File: config.mk
export PLATFORM = sky130hd
export DESIGN_NAME = jpeg_row_scheduler_flat
export DESIGN_NICKNAME = d
export VERILOG_FILES = /design/src/rtl/jpeg_row_scheduler_if.sv /design/src/rtl/jpeg_row_scheduler.sv /design/src/flat_wrapper.sv
export SDC_FILE = /design/constraint.sdc
export NUM_CORES = 1
export LEC_CHECK = 0
export BUFFER_PORTS_ARGS = -buffer_cell sky130_fd_sc_hd__buf_2
export CORE_AREA = 2 2 133 135
export DETAILED_ROUTE_END_ITERATION = 10
export DIE_AREA = 0 0 135 137
export GPL_ROUTABILITY_DRIVEN = 0
export PLACE_DENSITY_LB_ADDON = 0.05
export SLEW_MARGIN = 20
export SYNTH_ARGS = -nofsm -noshare
export SYNTH_HDL_FRONTEND = slang
export SYNTH_SLANG_ARGS = --single-unit
File: constraint.sdc
create_clock -name clk -period 3.5 [get_ports clk]
set_clock_uncertainty 0.15 [all_clocks]
set_input_delay 0.525 -clock clk [delete_from_list [all_inputs] [get_ports clk]]
set_output_delay 0.525 -clock clk [all_outputs]
set_load 0.005 [all_outputs]
File: src/rtl/jpeg_row_scheduler_if.sv
// ---------------------------------------------------------------------------
// jpeg_row_scheduler_if
// Bundle between the row sources and the jpeg_row_scheduler.
//   req      : per-source "row valid", held with row_data stable until row_ack
//   row_data : flattened rows, source i in slice i, lane k = sample k
//   grant    : one-hot owner of the serializer for the current block
//   row_ack  : one-cycle pulse, the source's row was captured
// Modports: master = scheduler side, slave = row-source side.
// ---------------------------------------------------------------------------
interface jpeg_row_scheduler_if #(
    parameter int WIDTH   = 8,
    parameter int NUM_REQ = 3
);
    logic [NUM_REQ-1:0]              req;
    logic [NUM_REQ*8*(WIDTH+2)-1:0]  row_data;
    logic [NUM_REQ-1:0]              grant;
    logic [NUM_REQ-1:0]              row_ack;

    modport master (
        input  req,
        input  row_data,
        output grant,
        output row_ack
    );

    modport slave (
        output req,
        output row_data,
        input  grant,
        input  row_ack
    );
endinterface

File: src/rtl/jpeg_row_scheduler.sv
// ---------------------------------------------------------------------------
// jpeg_row_scheduler
// Round-robin arbiter sharing one 8-lane parallel-to-serial row serializer
// between NUM_REQ row sources. The granted source keeps the serializer for a
// whole block of ROWS_PER_BLOCK rows; rows are issued on an 8-cycle cadence.
//
// Ports:
//   clk, rst     : clock, asynchronous active-high reset
//   src          : source bundle (req/row_data in, grant/row_ack out)
//   start        : one-cycle pulse to the serializer with a new out_row
//   out_row      : registered row, lane 0 in the LSBs
//   row_idx      : index of the row currently in out_row
//   block_done   : one-cycle pulse at block end
//   block_abort  : one-cycle pulse on a stall-timeout abort
//   busy         : high while a source owns the serializer
//
// Optional feature: define ROW_SCHED_STALL_TIMEOUT_EN to abort a block whose
// granted source leaves req low for STALL_LIMIT consecutive issue cycles.
// Without it the scheduler waits indefinitely and block_abort is 0.
// ---------------------------------------------------------------------------
module jpeg_row_scheduler #(
    parameter int WIDTH          = 8,
    parameter int NUM_REQ        = 3,
    parameter int ROWS_PER_BLOCK = 8,
    parameter int STALL_LIMIT    = 64
) (
    input  logic                      clk,
    input  logic                      rst,
    jpeg_row_scheduler_if.master      src,
    output logic                      start,
    output logic [8*(WIDTH+2)-1:0]    out_row,
    output logic [2:0]                row_idx,
    output logic                      block_done,
    output logic                      block_abort,
    output logic                      busy
);
    localparam int SW    = WIDTH + 2;
    localparam int ROW_W = 8 * SW;
    localparam int IDX_W = (NUM_REQ > 1) ? $clog2(NUM_REQ) : 1;

    typedef enum logic [1:0] {ARB, ISSUE, WAIT} state_t;

    state_t                     state_q, state_d;
    logic [IDX_W-1:0]           rr_ptr_q, rr_ptr_d;
    logic [NUM_REQ-1:0]         grant_q, grant_d;
    logic [NUM_REQ-1:0]         row_ack_q, row_ack_d;
    logic [2:0]                 row_cnt_q, row_cnt_d;
    logic [2:0]                 slot_q, slot_d;
    logic                       start_q, start_d;
    logic signed [ROW_W-1:0]    out_row_q, out_row_d;
    logic [2:0]                 row_idx_q, row_idx_d;
    logic                       done_q, done_d;
`ifdef ROW_SCHED_STALL_TIMEOUT_EN
    localparam int SC_W = $clog2(STALL_LIMIT + 1);
    logic [SC_W-1:0]            stall_q, stall_d;
    logic                       abort_q, abort_d;
`endif

    logic                       found;
    logic [IDX_W-1:0]           pick;
    logic [IDX_W-1:0]           cand;
    logic                       req_g;

    // rr_ptr doubles as the granted index for the duration of a block
    assign req_g = src.req[rr_ptr_q];

    always_comb begin
        state_d   = state_q;
        rr_ptr_d  = rr_ptr_q;
        grant_d   = grant_q;
        row_ack_d = '0;
        row_cnt_d = row_cnt_q;
        slot_d    = slot_q;
        start_d   = 1'b0;
        out_row_d = out_row_q;
        row_idx_d = row_idx_q;
        done_d    = 1'b0;
`ifdef ROW_SCHED_STALL_TIMEOUT_EN
        stall_d   = stall_q;
        abort_d   = 1'b0;
`endif
        found = 1'b0;
        pick  = '0;
        cand  = '0;
        // search starts one past the last owner, wrapping modulo NUM_REQ
        for (int k = 1; k <= NUM_REQ; k++) begin
            cand = IDX_W'((int'(rr_ptr_q) + k) % NUM_REQ);
            if (!found && src.req[cand]) begin
                found = 1'b1;
                pick  = cand;
            end
        end

        case (state_q)
            ARB: begin
                if (found) begin
                    grant_d   = NUM_REQ'(1) << pick;
                    rr_ptr_d  = pick;
                    row_cnt_d = '0;
                    state_d   = ISSUE;
                end
            end
            ISSUE: begin
                if (req_g) begin
                    out_row_d = src.row_data[rr_ptr_q*ROW_W +: ROW_W];
                    start_d   = 1'b1;
                    row_ack_d = grant_q;
                    row_idx_d = row_cnt_q;
                    // 6 + this cycle + the terminal WAIT cycle = 8-cycle cadence
                    slot_d    = 3'd6;
                    state_d   = WAIT;
`ifdef ROW_SCHED_STALL_TIMEOUT_EN
                    stall_d   = '0;
`endif
                end
`ifdef ROW_SCHED_STALL_TIMEOUT_EN
                else if (stall_q == SC_W'(STALL_LIMIT - 1)) begin
                    // this low cycle is the STALL_LIMIT-th in a row
                    abort_d   = 1'b1;
                    grant_d   = '0;
                    row_cnt_d = '0;
                    stall_d   = '0;
                    state_d   = ARB;
                end else begin
                    stall_d   = stall_q + 1'b1;
                end
`endif
            end
            WAIT: begin
                if (slot_q == 3'd0) begin
                    if (row_cnt_q == 3'(ROWS_PER_BLOCK - 1)) begin
                        done_d  = 1'b1;
                        grant_d = '0;
                        state_d = ARB;
                    end else begin
                        row_cnt_d = row_cnt_q + 1'b1;
                        state_d   = ISSUE;
                    end
                end else begin
                    slot_d = slot_q - 1'b1;
                end
            end
            default: state_d = ARB;
        endcase
    end

    always_ff @(posedge clk or posedge rst) begin
        if (rst) begin
            state_q   <= ARB;
            rr_ptr_q  <= IDX_W'(NUM_REQ - 1);
            grant_q   <= '0;
            row_ack_q <= '0;
            row_cnt_q <= '0;
            slot_q    <= '0;
            start_q   <= 1'b0;
            out_row_q <= '0;
            row_idx_q <= '0;
            done_q    <= 1'b0;
`ifdef ROW_SCHED_STALL_TIMEOUT_EN
            stall_q   <= '0;
            abort_q   <= 1'b0;
`endif
        end else begin
            state_q   <= state_d;
            rr_ptr_q  <= rr_ptr_d;
            grant_q   <= grant_d;
            row_ack_q <= row_ack_d;
            row_cnt_q <= row_cnt_d;
            slot_q    <= slot_d;
            start_q   <= start_d;
            out_row_q <= out_row_d;
            row_idx_q <= row_idx_d;
            done_q    <= done_d;
`ifdef ROW_SCHED_STALL_TIMEOUT_EN
            stall_q   <= stall_d;
            abort_q   <= abort_d;
`endif
        end
    end

    assign src.grant   = grant_q;
    assign src.row_ack = row_ack_q;
    assign start       = start_q;
    assign out_row     = out_row_q;
    assign row_idx     = row_idx_q;
    assign block_done  = done_q;
    assign busy        = |grant_q;
`ifdef ROW_SCHED_STALL_TIMEOUT_EN
    assign block_abort = abort_q;
`else
    // STALL_LIMIT has no effect without the timeout; referenced to keep it bound
    assign block_abort = 1'b0 & (STALL_LIMIT > 0);
`endif

endmodule

File: src/flat_wrapper.sv
// flat-port wrapper written by rule: the top's interface ports become plain ports
module jpeg_row_scheduler_flat 
#(
    parameter int WIDTH          = 8,
    parameter int NUM_REQ        = 3,
    parameter int ROWS_PER_BLOCK = 8,
    parameter int STALL_LIMIT    = 64
)
  (clk, rst, start, out_row, row_idx, block_done, block_abort, busy, src_req, src_row_data, src_grant, src_row_ack);
  jpeg_row_scheduler_if #(.WIDTH(WIDTH), .NUM_REQ(NUM_REQ)) src_i ();
  input  logic clk;
  input  logic rst;
  output logic start;
  output logic [8*(WIDTH+2)-1:0] out_row;
  output logic [2:0] row_idx;
  output logic block_done;
  output logic block_abort;
  output logic busy;
  input wire logic [$bits(src_i.req)-1:0] src_req;
  input wire logic [$bits(src_i.row_data)-1:0] src_row_data;
  output wire logic [$bits(src_i.grant)-1:0] src_grant;
  output wire logic [$bits(src_i.row_ack)-1:0] src_row_ack;
  assign src_i.req = src_req;
  assign src_i.row_data = src_row_data;
  assign src_grant = src_i.grant;
  assign src_row_ack = src_i.row_ack;
  jpeg_row_scheduler #(.WIDTH(WIDTH), .NUM_REQ(NUM_REQ), .ROWS_PER_BLOCK(ROWS_PER_BLOCK), .STALL_LIMIT(STALL_LIMIT)) u_core (.clk(clk), .rst(rst), .src(src_i), .start(start), .out_row(out_row), .row_idx(row_idx), .block_done(block_done), .block_abort(block_abort), .busy(busy));
endmodule
# Word level (Yosys, flattened, before mapping)
# Index checks and enable logic that the tools add are counted.
[classes] order_cmp=4 muxes=37 n_addsub=5 eq_ne=9 reduce_logical=15 n_bitwise=0 n_shift=2 n_mul=1 div_mod_pow=3
[ops] op="$shiftx 240x10->80" n=1
[ops] op="$mod 32x3->32 const B" n=3
[ops] op="$mux 3" n=10
[ops] op="$pmux 3 s2" n=3
[ops] op="$mux 1" n=13
[ops] op="$lt 2x3->1 const B" n=4
[ops] op="$mux 2" n=6
[ops] op="$bmux 1 s2" n=4
[ops] op="$ne 2x1->1 const B" n=4
[ops] op="$reduce_and 4->1" n=2
[ops] op="$add 2x2->3 const B" n=2
[ops] op="$pmux 2 s3" n=1
[ops] op="$reduce_and 3->1" n=2
[ops] op="$mul 2x3->5 const B" n=1
[ops] op="$ne 2x2->1 const B" n=2
[ops] op="$reduce_and 2->1" n=2
[ops] op="$reduce_bool 2->1" n=2
[ops] op="$add 2x1->3 const B" n=1
[ops] op="$add 3x1->3 const B" n=1
[ops] op="$eq 3x3->1 const B" n=1
[ops] op="$logic_not 3->1" n=1
[ops] op="$reduce_or 3->1" n=1
[ops] op="$shl 1x2->3 const A" n=1
[ops] op="$sub 3x1->3 const B" n=1
[ops] op="5 further kinds" n=7
[totals] latch_bits=0 mem_count=0 romBits=0 output_inout_bits=93 ram_bits=0 word_cells=86 reg_bits=101

# Depth between registers and ports, before layout
[logic_depth] word_depth=14 depth_mapped=10 depth_no_buf=7

# Least setup slack after synthesis
# Ideal clock, no wire load.
[synth_timing] path_kind="register -> register" startpoint="reg u_core.rr_ptr_q[1]" endpoint="reg u_core.grant_q[0] (netlist: u_core.src.grant[0])" setup_time_ns=0.122 n_path_buf=3 path_stages_with_launch=11 synth_period_minus_slack_ns=2.791 setup_slack_ns=0.709 arrival_time_ns=2.520 required_time_ns=3.228 path_cell_list="dfstp_2 > buf_2 > buf_2 > buf_2 > inv_1 > ha_1 > a22o_1 > a211oi_4 > nor2_2 > o31a_1 > a32o_1"
[synth_via] elab_chain_cells=14
[synth_rtl] item="from (decl)" line="jpeg_row_scheduler.sv:44" text="logic [IDX_W-1:0] rr_ptr_q, rr_ptr_d;"
[synth_rtl] item="from (signal assigned)" line="jpeg_row_scheduler.sv:150" text="rr_ptr_q <= IDX_W'(NUM_REQ - 1);"
[synth_rtl] item="from (signal assigned)" line="jpeg_row_scheduler.sv:165" text="rr_ptr_q <= rr_ptr_d;"
[synth_rtl] item="$add 2x1->3" line="jpeg_row_scheduler.sv:87" text="cand = IDX_W'((int'(rr_ptr_q) + k) % NUM_REQ);"
[synth_rtl] item="$mod 32x3->32" line="jpeg_row_scheduler.sv:87"
[synth_rtl] item="$bmux 1 s2" line="jpeg_row_scheduler.sv:88" text="if (!found && src.req[cand]) begin"
[synth_rtl] item="$mux 1 (not written as such)" line="jpeg_row_scheduler.sv:88"
[synth_rtl] item="$mux 1" line="jpeg_row_scheduler.sv:88"
[synth_rtl] item="$logic_not 1->1" line="jpeg_row_scheduler.sv:88"
[synth_rtl] item="$logic_and 1x1->1" line="jpeg_row_scheduler.sv:88"
[synth_rtl] item="$mux 1" line="jpeg_row_scheduler.sv:88"
[synth_rtl] item="$logic_not 1->1" line="jpeg_row_scheduler.sv:88"
[synth_rtl] item="$logic_and 1x1->1" line="jpeg_row_scheduler.sv:88"
[synth_rtl] item="$mux 2" line="jpeg_row_scheduler.sv:88"
[synth_rtl] item="$shl 1x2->3" line="jpeg_row_scheduler.sv:97" text="grant_d = NUM_REQ'(1) << pick;"
[synth_rtl] item="$mux 3" line="jpeg_row_scheduler.sv:96" text="if (found) begin"
[synth_rtl] item="$pmux 3 s2" line="jpeg_row_scheduler.sv:94" text="case (state_q)"
[synth_rtl] item="to (signal assigned)" line="jpeg_row_scheduler.sv:166" text="grant_q <= grant_d;"
[synth_rtl] item="to (decl)" line="jpeg_row_scheduler.sv:45" text="logic [NUM_REQ-1:0] grant_q, grant_d;"
# Several ways; a longest one is shown, not always the timed one. The select of a mux whose other input is x is not followed.
# A chain may end at the register's enable or synchronous reset.

# Worst setup path in the final report
[layout_timing] startpoint="reg u_core.rr_ptr_q[1]" endpoint="reg u_core.row_cnt_q[0]"
[layout_via] elab_chain_cells=13
[layout_rtl] item="$add 2x1->3" line="jpeg_row_scheduler.sv:87"
[layout_rtl] item="$mod 32x3->32" line="jpeg_row_scheduler.sv:87"
[layout_rtl] item="$bmux 1 s2" line="jpeg_row_scheduler.sv:88"
[layout_rtl] item="$mux 1 (not written as such)" line="jpeg_row_scheduler.sv:88"
[layout_rtl] item="$mux 1" line="jpeg_row_scheduler.sv:88"
[layout_rtl] item="$logic_not 1->1" line="jpeg_row_scheduler.sv:88"
[layout_rtl] item="$logic_and 1x1->1" line="jpeg_row_scheduler.sv:88"
[layout_rtl] item="$mux 1" line="jpeg_row_scheduler.sv:88"
[layout_rtl] item="$logic_not 1->1" line="jpeg_row_scheduler.sv:88"
[layout_rtl] item="$logic_and 1x1->1" line="jpeg_row_scheduler.sv:88"
[layout_rtl] item="$mux 1 *" line="jpeg_row_scheduler.sv:88"
[layout_rtl] item="$ne 2x1->1 (no line) *"
[layout_rtl] item="$reduce_and 4->1 (no line) *"
[layout_rtl] item="to (signal assigned)" line="jpeg_row_scheduler.sv:168" text="row_cnt_q <= row_cnt_d;"
[layout_rtl] item="to (decl)" line="jpeg_row_scheduler.sv:47" text="logic [2:0] row_cnt_q, row_cnt_d;"
# Every way passes the cells marked *; elsewhere a longest branch is shown, timed or not. The select of a mux whose other input is x is not followed.

==> out/results.ini <==
[worst_hold_path]
hp-class=in2async

[drt]
routed-via-count=5473
wire_per_inst_um=15.3
first_pass_iters=4
via_per_inst=4.61
drt_wl_total_mm=18.2
ant_nets=0
drtIter0Drc=234
drc=0

[grt]
grt_first_pass_wirelength_mm=28.0
grt_pass1_vias=5459
grt_max_degree=64
gr-total-overflow=0
antenna_found_initial=1
grt_util_all_layers=0.195

[logic_synthesis]
synth_common_cells=100 x dfrtp_1, 95 x nand2_1, 86 x nor2_1, 84 x o21ai_0
synthTopCellsByArea=dfrtp_1 45%, mux2i_1 15%, o21ai_0 7.5%
synthesis.nets=903
yosys_warnings=0
synth_cell_types=40
synth_compound_area_frac=0.186
synth-edff-count=0
ys_ff_latch=101
synth_top_cell_area_share=0.445
ys_seq_area_frac=0.450
syn_inst=646
synth_top_area_cell=dfrtp_1
synth-simple-area-share=0.140
synth-xor-area-share=0
async_reset_ff_frac=1.00
yosys-mux-area-fraction=0.152
synthAdderAreaFrac=0.0267
synth_top_family_by_area=compound AO/OA/AOI/OAI gates
synthesis.area_um2=5620
avgSynthCellArea_um2=8.70
synth.most_common_cell=dfrtp_1
synthFlopType=dfrtp_1

[floorplan]
die_area_um2=18500
die-height_um=137
rows=48
start_util=0.330
ioPinCount=338
core_um2=17100
die-width_um=135

[cells_and_area]
finalNonFillerCells=1188
layout.nets=1214
fillers=1742
drive_gt1_frac=0.387
fin_area_um2=7830
syn2layout_area_growth_pct=39.2
seq_area_um2=2530
multiInputGateArea_um2=2850

[sta]
fin_crit_sh=0.769
slew_violations=0
relSlewSlack=0.577
rsz0062_at_grt=no
worst_pin_slew_ps=634
hold_viol=0
finalSetupViolCount=0
fin_tns_setup_ps=0
fmax_ghz=0.371
period_minus_slack_ps=2690
setup_slack_ps=807

[pwr]
p_leak_uw=0.00410
power_density_nw_per_um2=753
peakVddDrop_uv=278
total_power_uw=5890

[critical_path]
arrival_ps=2780
path_class=reg2reg
ff2ff_setup_slack_ps=810
cp-end-kind=flop
cp_max_fo=22
required_ps=3580
critPathLaunchType=flop

[clock_network]
clkTransAtPathRegs_ps=70
cts_root_buf=clkbuf_16
cts_sinks=101
hold_buffers=0
clockBufferDepth=2
cts_buffers=9
postCtsSetupBuffers=0
cts_tree=done
clk_latency_ps=350
htree_num_levels=3
ctsResizeCount=0

[run]
cap_violations=0

[placement]
io_buffers=336
preCtsSetupSlack_ps=738
dp.cells=1170
place_area_um2=7500
dp_hpwl_mm=13.9

[run_status]
status=complete, no violations

## layer usage
metal / part of all wire / vias to the layer above / GRT usage
met4: 0.019 / 0 / 0.0631
met1: 0.40 / 2422 / 0.227
met5: 0 / - / 0
met3: 0.076 / 21 / 0.0530
met2: 0.50 / 197 / 0.349
li1: - / 2833 / -
## metrics by stage
step / util / hold slack, ps
4_1_cts: 0.457 / 138
6_report: 0.459 / 112
3_3_place_gp: 0.440 / 307
2_1_floorplan: - / 316
3_5_place_dp: 0.440 / 313
5_1_grt: 0.459 / 156
## registers in the layout, summed over array words and instances (netlist names)
name,cells
u_core.state_q,2
u_core.row_cnt_q,3
u_core.src.row_ack,3
u_core.slot_q,3
u_core.src.grant,3
u_core.start,1
u_core.out_row,80
u_core.rr_ptr_q,2
u_core.row_idx,3
u_core.block_done,1
## final timing paths
check                                    from             endpoint  depth (start not counted)
min reg2reg                 u_core.row_idx[1]    u_core.row_idx[1]                          2
max reg2reg                u_core.rr_ptr_q[1]  u_core.row_cnt_q[0]                          7
max                        u_core.rr_ptr_q[1]  u_core.row_cnt_q[0]                          7
min                                       rst   u_core.out_row[13]                          2
min in group clk            src_row_data[112]   u_core.out_row[32]                          3
max in group asynchronous                 rst   u_core.out_row[27]                          3
## power breakdown
| part | total [uW] | internal (uW) | switching (uW) |
|---|---|---|---|
| combinational | 2920 | 1250 | 1670 |
| sequential | 1960 | 1650 | 305 |
| clock | 1010 | 573 | 442 |
| total | 5890 | 3480 | 2410 |
## layout by cell type (no fill, tap or decap), types with 5 or more instances in the layout
cell type	Yosys	final
a21oi_1	83	83
buf_2	20	336
buf_4	2	5
clkbuf_16	0	9
dfrtp_1	100	99
ha_1	12	12
inv_1	14	13
mux2i_1	83	83
nand2_1	95	95
nor2_1	86	85
o21ai_0	84	84
## cell type report
type / count / area share
repair buffers: 345 / 0.231
well taps: 225 / 0.0360
flip-flops and latches: 101 / 0.324
inverters: 14 / 0.00703
clock inverters: 4 / 0.00608
diodes: 1 / 0.000320
clock buffers: 12 / 0.0315
multi-input cells: 486 / 0.365
## worst max-delay path, cell delays in order (launching register included)
cell	delay (ps)
dfstp_4	820
inv_1	130
ha_1	260
a22o_1	280
a211oi_4	300
o211ai_2	180
and2_4	210
mux2_2	250
## cells by family after synthesis
group / after synthesis
AOI/OAI and AO/OA: 190
adders and majority gates: 12
buffers and inverters: 59
DFF: 101
muxes: 85
other: 1
and+or+nand+nor: 198
Power figures use the tool's default switching activity.
